===== src/rtl/ps2_host_tx.sv =====
// Host-to-device PS/2 transmitter.
// Runs one host request: clock inhibit, start bit, 8 data bits LSB first, odd parity and stop.
// It then checks the device acknowledge bit.
// Both lines are open-drain. The *_oe outputs pull the line low when 1.
module ps2_host_tx #(
  parameter int unsigned ClkFreq       = 50000000,
  parameter int unsigned InhibitCycles = ClkFreq / 10000,
  parameter int unsigned TimeoutCycles = ClkFreq / 500,
  parameter int unsigned FilterLen     = 8
) (
  input  logic       clk_i,
  input  logic       rst_ni,
  input  logic [7:0] tx_data_i,
  input  logic       tx_valid_i,
  output logic       tx_ready_o,
  output logic       tx_done_o,
  output logic       tx_error_o,
  input  logic       ps2_clk_in_i,
  input  logic       ps2_data_in_i,
  output logic       ps2_clk_oe_o,
  output logic       ps2_data_oe_o
);

  localparam int unsigned CntMax = (TimeoutCycles > InhibitCycles) ? TimeoutCycles : InhibitCycles;
  localparam int unsigned CntW   = $clog2(CntMax + 1);
  localparam int unsigned FltW   = $clog2(FilterLen + 1);

  typedef enum logic [2:0] {
    StIdle,
    StInhibit,
    StReq,
    StSend,
    StAck,
    StWaitIdle
  } state_e;

  // Index 0 is the PS/2 clock line, index 1 is the PS/2 data line.
  logic [1:0]      sync1_q, sync2_q, filt_q;
  logic [FltW-1:0] fcnt_q [2];
  logic            clk_prev_q;
  logic            fall;

  state_e         state_q, state_d;
  logic [CntW-1:0] cnt_q, cnt_d;
  logic [3:0]      edge_q, edge_d;
  logic [10:0]     frame_q, frame_d;
  logic            timeout;

  // Synchronise both lines, then debounce them with a consecutive-sample filter.
  always_ff @(posedge clk_i) begin
    if (!rst_ni) begin
      sync1_q    <= 2'b11;
      sync2_q    <= 2'b11;
      filt_q     <= 2'b11;
      clk_prev_q <= 1'b1;
      fcnt_q[0]  <= '0;
      fcnt_q[1]  <= '0;
    end else begin
      sync1_q    <= {ps2_data_in_i, ps2_clk_in_i};
      sync2_q    <= sync1_q;
      clk_prev_q <= filt_q[0];
      for (int i = 0; i < 2; i++) begin
        if (sync2_q[i] == filt_q[i]) begin
          fcnt_q[i] <= '0;
        end else if (fcnt_q[i] == FltW'(FilterLen - 1)) begin
          filt_q[i] <= sync2_q[i];
          fcnt_q[i] <= '0;
        end else begin
          fcnt_q[i] <= fcnt_q[i] + FltW'(1);
        end
      end
    end
  end

  assign fall    = clk_prev_q & ~filt_q[0];
  assign timeout = (cnt_q == CntW'(TimeoutCycles));

  // FSM state, shared inhibit/timeout counter, edge counter and latched frame.
  always_ff @(posedge clk_i) begin
    if (!rst_ni) begin
      state_q <= StIdle;
      cnt_q   <= '0;
      edge_q  <= '0;
      frame_q <= '0;
    end else begin
      state_q <= state_d;
      cnt_q   <= cnt_d;
      edge_q  <= edge_d;
      frame_q <= frame_d;
    end
  end

  // Next-state logic and line/handshake outputs.
  always_comb begin
    state_d       = state_q;
    cnt_d         = cnt_q;
    edge_d        = edge_q;
    frame_d       = frame_q;
    tx_ready_o    = 1'b0;
    tx_done_o     = 1'b0;
    tx_error_o    = 1'b0;
    ps2_clk_oe_o  = 1'b0;
    ps2_data_oe_o = 1'b0;

    unique case (state_q)
      StIdle: begin
        tx_ready_o = 1'b1;
        if (tx_valid_i) begin
          // Frame bit 0 is the start bit; bit 10 is the stop bit.
          frame_d = {1'b1, ~^tx_data_i, tx_data_i, 1'b0};
          cnt_d   = '0;
          edge_d  = '0;
          state_d = StInhibit;
        end
      end
      StInhibit: begin
        ps2_clk_oe_o = 1'b1;
        if (cnt_q == CntW'(InhibitCycles - 1)) begin
          // The counter is reused as the timeout counter from REQ onwards.
          cnt_d   = '0;
          state_d = StReq;
        end else begin
          cnt_d = cnt_q + CntW'(1);
        end
      end
      StReq: begin
        ps2_clk_oe_o  = 1'b1;
        ps2_data_oe_o = 1'b1;
        state_d       = StSend;
      end
      StSend: begin
        ps2_data_oe_o = ~frame_q[edge_q];
        if (fall) begin
          edge_d = edge_q + 4'd1;
          if (edge_q == 4'd9) begin
            state_d = StAck;
          end
        end
      end
      StAck: begin
        if (fall) begin
          edge_d = edge_q + 4'd1;
          if (!filt_q[1]) begin
            state_d = StWaitIdle;
          end else begin
            tx_error_o = 1'b1;
            state_d    = StIdle;
          end
        end
      end
      StWaitIdle: begin
        if (filt_q[0] && filt_q[1]) begin
          tx_done_o = 1'b1;
          state_d   = StIdle;
        end
      end
      default: state_d = StIdle;
    endcase

    // The timeout overrides whatever the active state decided, including edge 11.
    if (state_q inside {StReq, StSend, StAck, StWaitIdle}) begin
      cnt_d = cnt_q + CntW'(1);
      if (timeout) begin
        ps2_clk_oe_o  = 1'b0;
        ps2_data_oe_o = 1'b0;
        tx_done_o     = 1'b0;
        tx_error_o    = 1'b1;
        state_d       = StIdle;
      end
    end

    // Nothing is reported while reset is held.
    if (!rst_ni) begin
      tx_ready_o = 1'b0;
      tx_done_o  = 1'b0;
      tx_error_o = 1'b0;
    end
  end

endmodule


===== config.mk =====
export PLATFORM = sky130hd
export DESIGN_NAME = ps2_host_tx
export DESIGN_NICKNAME = d
export VERILOG_FILES = /design/src/rtl/ps2_host_tx.sv
export SDC_FILE = /design/constraint.sdc
export NUM_CORES = 1
export LEC_CHECK = 0
export BUFFER_PORTS_ARGS = -buffer_cell sky130_fd_sc_hd__buf_2
export CAP_MARGIN = 15
export CORE_MARGIN = 2
export CORE_UTILIZATION = 45
export DETAILED_ROUTE_END_ITERATION = 10
export GPL_TIMING_DRIVEN = 0
export PLACE_DENSITY_LB_ADDON = 0.1
export SLEW_MARGIN = 20
export SYNTH_ARGS = -nofsm -noshare
export SYNTH_HDL_FRONTEND = slang
export SYNTH_SLANG_ARGS = --single-unit

===== constraint.sdc =====
create_clock -name clk_i -period 4.43 [get_ports clk_i]
set_clock_uncertainty 0.05 [all_clocks]
set_input_delay 0.6645 -clock clk_i [delete_from_list [all_inputs] [get_ports clk_i]]
set_output_delay 0.6645 -clock clk_i [all_outputs]
set_load 0.05 [all_outputs]

; Word level (Yosys, flattened, before mapping)
; Memories as Yosys holds them, arrays and structs flattened.
; Cells that the tools add are included.
[word_totals]
reg_bits = 41
ram_bits = 8
inputBits = 13
out_inout_bits = 5
wordCells = 121
mem_count = 1
[classes]
n_addsub = 4
order_cmp = 1
n_eq_ne = 15
muxes = 67
bitwise_logic = 11
n_reduce_logical = 13
[memory_table]
columns = name, depth, width, rd, rd_ports_with_merged_regs, wr, line_no
row1 = fcnt_q, 2, 4, 2, 0, 2, 39  ; logic [FltW-1:0] fcnt_q [2];
[op_table]
columns = cell, n
row1 = $mux W17, 3
row2 = $mux W1, 42
row3 = $pmux W17 S2, 1
row4 = $mux W4, 8
row5 = $mux W3, 9
row6 = $pmux W3 S6, 1
row7 = $add A17 B1 Y17 const B, 1
row8 = $eq A17 B13 Y1 const B, 1
row9 = $eq A17 B17 Y1 const B, 1
row10 = $add A4 B1 Y4 const B, 3
row11 = $eq A4 B3 Y1 const B, 2
row12 = $pmux W4 S2, 1
row13 = $reduce_and A2 Y1, 4
row14 = $reduce_xnor A8 Y1, 1
row15 = $eq A3 B2 Y1 const B, 2
row16 = $eq A3 B3 Y1 const B, 2
row17 = $or A1 B1 Y1, 6
row18 = $lt A4 B5 Y1 const B, 1
row19 = $bmux W1 S4, 1
row20 = $eq A4 B4 Y1 const B, 1
row21 = $not A1 Y1, 4
row22 = $reduce_bool A4 Y1, 1
row23 = $reduce_or A2 Y1, 2
row24 = $eq A3 B1 Y1 const B, 1
row25 = other kinds (11), 12

; Longest topological paths before layout
; An unclocked memory read counts as a cell.
[logic_depth]
word_depth = 8
depth_mapped = 8
ltp_nobuf = 7

; Least setup slack after synthesis
; OpenSTA, ideal clock, no wires.
[synth_path]
path_kind = reg2out
start = register edge_q[0]
end = output port ps2_data_oe_o
arrival_ns = 2.308
required_time_ns = 3.716
setup_slack_ns = 1.408
path_stages_with_launch = 5
n_path_buf = 0
path_cell_list = dfxtp_1 > mux4_2 > nand3b_1 > o21ai_0 > a211oi_1
[synth_via]
elab_chain_cells = 6
[synth_rtl]
columns = item, line_no
row1 = start: declaration, 45  ; logic [3:0] edge_q, edge_d;
row2 = start signal: assignment, 88  ; edge_q <= edge_d;
row3 = $bmux W1 S4 (*), 132  ; ps2_data_oe_o = ~frame_q[edge_q];
row4 = $mux W1 (not written as such) (*), 132
row5 = $not A1 Y1 (*), 132
row6 = $pmux W1 S2 (*), 105  ; unique case (state_q)
row7 = $mux W1, 163  ; if (timeout) begin
row8 = $mux W1 (*), 161  ; if (state_q inside {StReq, StSend, StAck, StWaitIdle}) begin
row9 = end: declaration, 21  ; output logic ps2_data_oe_o
; Mark *: on every way between the ends. The rest lies on a longest branch, timed or not. The select of a mux whose other input is x is not followed.

; Final worst setup path
[layout_path]
start = register cnt_q[11]
end = output port tx_error_o
[layout_via]
elab_chain_cells = 4
[layout_rtl]
columns = item, line_no
row1 = start: declaration, 44  ; logic [CntW-1:0] cnt_q, cnt_d;
row2 = start signal: assignment, 87  ; cnt_q <= cnt_d;
row3 = $eq A17 B17 Y1, 76  ; assign timeout = (cnt_q == CntW'(TimeoutCycles));
row4 = $mux W1, 163
row5 = $mux W1, 161
row6 = $mux W1, 173  ; if (!rst_ni) begin
row7 = end: declaration, 17  ; output logic tx_error_o,
; No other way between the ends.

==> results.py <==
metrics = {
    "run_status": {
        "status": "finished clean",
    },
    "drt": {
        "wl_per_cell_um": 13.1,
        "drcViolationCount": 0,
        "drt_iter0_drc": 119,
        "wl_um": 5350,
        "route.vias.total": 2151,
        "vias_per_cell": 5.27,
        "firstDrtPassIters": 4,
        "antenna_left": 0,
    },
    "grt": {
        "grtUsageTotal": 0.175,
        "grt_max_degree": 16,
        "grt_overflow": 0,
        "antenna_found_initial": 0,
        "grt_pass1_vias": 1994,
        "grt_pass1_wl_um": 8910,
    },
    "sta": {
        "totalNegativeSetupSlack_ps": 0,
        "fmax_mhz": 353,
        "final-setup-viol-count": 0,
        "finalHoldViolCount": 0,
        "period_needed_ps": 2840,
        "fin_crit_sh": 0.640,
        "rsz0062_at_grt": "no",
        "maxSlewViolCount": 0,
    },
    "cts": {
        "cts.clk_slew.worst_paths_ps": 90,
        "cts_htree_levels": 2,
        "cts_hold_buf": 0,
        "cts_max_path_buffers": 2,
        "ctsResizeCount": 0,
        "clk_latency_ps": 300,
        "post_cts_buffers": 0,
        "clockRootBuffer": "clkbuf_8",
        "cts_tree": "yes",
        "cts_buffers": 5,
        "clock_sinks": 49,
    },
    "logic_synthesis": {
        "ys_top_cells_by_area": "dfxtp_1 31%, edfxtp_1 9.1%, nand2_1 7.1%",
        "syn_inst": 304,
        "synth_seq_cells": 49,
        "yosys_warnings": 0,
        "synth.top_cell.area_share": 0.312,
        "syn_avg_cell_area_um2": 8.66,
        "yosysMostFrequentCell": "nand2_1",
        "synth_cell_types": 54,
        "netlist_area_mm2": 0.00263,
        "ys_seq_area_frac": 0.403,
        "synth_edf_count": 8,
        "synthFlopType": "dfxtp_1",
        "synth.top_cells.by_count": "50 x nand2_1, 41 x dfxtp_1, 34 x nor2_1, 18 x nand3_1",
        "yosys.area.top_type": "dfxtp_1",
        "synthArstFlopShare": 0,
    },
    "critical_path": {
        "timing.rr.start": "cnt_q[1]",
        "startpoint_type": "register",
        "arrival_ps": 2120,
        "crit_path_end_kind": "output port",
        "r2r_cells": 6,
        "cp.required_ps": 3720,
        "crit_type": "register to output port",
        "r2r_slack_ps": 2580,
        "reg2reg_to": "cnt_q[16]",
        "crit_fanout": 6,
    },
    "floorplanning": {
        "core_mm2": 0.00557,
        "ios": 18,
        "start_util": 0.472,
        "die_h_um": 80.5,
        "die_w_um": 80.5,
        "dieArea_mm2": 0.00648,
        "num_rows": 27,
    },
    "power_and_ir_drop": {
        "vdd_ir_drop_max_v": 0.000138,
        "powerDensity_mw_per_mm2": 285,
        "p_leak_uw": 0.00107,
    },
    "hold_path": {
        "hold_class": "register to register",
        "worstHoldStart": "sync1_q[0]",
        "hold_depth": 1,
        "min_to": "sync2_q[0]",
    },
    "placement": {
        "dp.cells": 400,
        "place.detailed.hpwl_um": 3880,
        "io_buffers": 17,
        "gp_congestion": 0.846,
    },
    "finish": {
        "finalNonFillerCells": 408,
        "layout-drive-gt1-share": 0.152,
        "syn2layout_area_growth_pct": 11.3,
        "n_antenna_cell": 0,
        "nets": 354,
    },
    "run": {
        "maxCapViolations": 0,
    },
}
-- sequential cells by signal, summed over array words and instances (netlist names), 2 cells and up --
signal,count
cnt_q,17
frame_q,10
fcnt_q,8
edge_q,4
state_q,3
filt_q,2
sync1_q,2
sync2_q,2
-- cell families (layout without fill, tap and decap cells) --
group	count (synthesis)	in the layout	share of synthesized area
compound gates	42	42	0.109
xor+xnor	20	20	0.0665
fa+ha+maj	6	6	0.0285
buf+inv	22	47	0.0466
flops	49	49	0.403
mux	7	7	0.0361
other cells	1	8	0.00142
simple gates	157	157	0.308
-- cells in the final DEF (no fill, tap or decap), types with 4 or more instances in the layout --
master	instances
clkbuf_1	5
xnor2_1	12
a31oi_1	11
nand2b_1	8
xor2_1	8
conb_1	8
nor3_1	10
ha_1	6
buf_6	4
nand2_1	50
nand4_1	4
buf_2	19
nor2_1	34
edfxtp_1	8
nand3_1	18
mux2i_1	5
nand3b_1	6
dfxtp_1	41
inv_1	9
clkbuf_8	6
a21oi_1	12
-- per-layer routing --
layer  up-vias  wire (um)  track usage
met5         -          0            0
met4         0         31       0.0508
met3         2        162       0.0371
met2        39       2470        0.297
met1       991       2690        0.224
li1       1119          -            -
-- area by class of cell --
class	count	area (um^2)
sequential	49	1060
timing repair buffer	17	85.1
fill	541	2640
tap	72	90.1
multi-input combinational	240	1480
clock buffer	6	82.6
clock inverter	2	13.8
inverter	9	33.8
buffer	13	88.8
-- critical path: stages (launching register included) --
cell and delay (ps):
dfxtp_1 380, nor4_1 390, nand4_1 250, a21boi_0 190, o22a_1 250, nor2_1 90, buf_2 270
-- where the power goes --
part | switching [uW] | total [uW] | internal, uW
combinational | 50.1 | 83.4 | 33.4
sequential | 8.65 | 473 | 465
clock | 152 | 279 | 127
total | 211 | 836 | 625
-- per-stage QoR --
step	instance area [um^2]	total power, uW	setup slack [ps]	hold slack, ps	util
after global placement	2830	567	1910	349	0.508
after floorplan	2660	543	1410	336	-
after CTS	2930	847	1570	380	0.526
final	2930	836	1590	374	0.526
after detailed placement	2830	568	1910	354	0.508
after global routing	2930	877	1340	396	0.526
-- worst max-delay path by stage --
| stage | cells after the start | endpoint | from | slack (ps) |
|---|---|---|---|---|
| 5_1_grt | 6 | tx_error_o | cnt_q[11] | 1340 |
| 6_report | 6 | tx_error_o | cnt_q[11] | 1590 |
| 4_1_cts | 5 | ps2_data_oe_o | edge_q[0] | 1570 |
| 3_5_place_dp | 5 | ps2_data_oe_o | edge_q[0] | 1910 |
| 3_3_place_gp | 6 | tx_error_o | cnt_q[11] | 1910 |
| 2_1_floorplan | 4 | ps2_data_oe_o | edge_q[0] | 1410 |
Note: power is estimated with default switching activity, not from simulation.
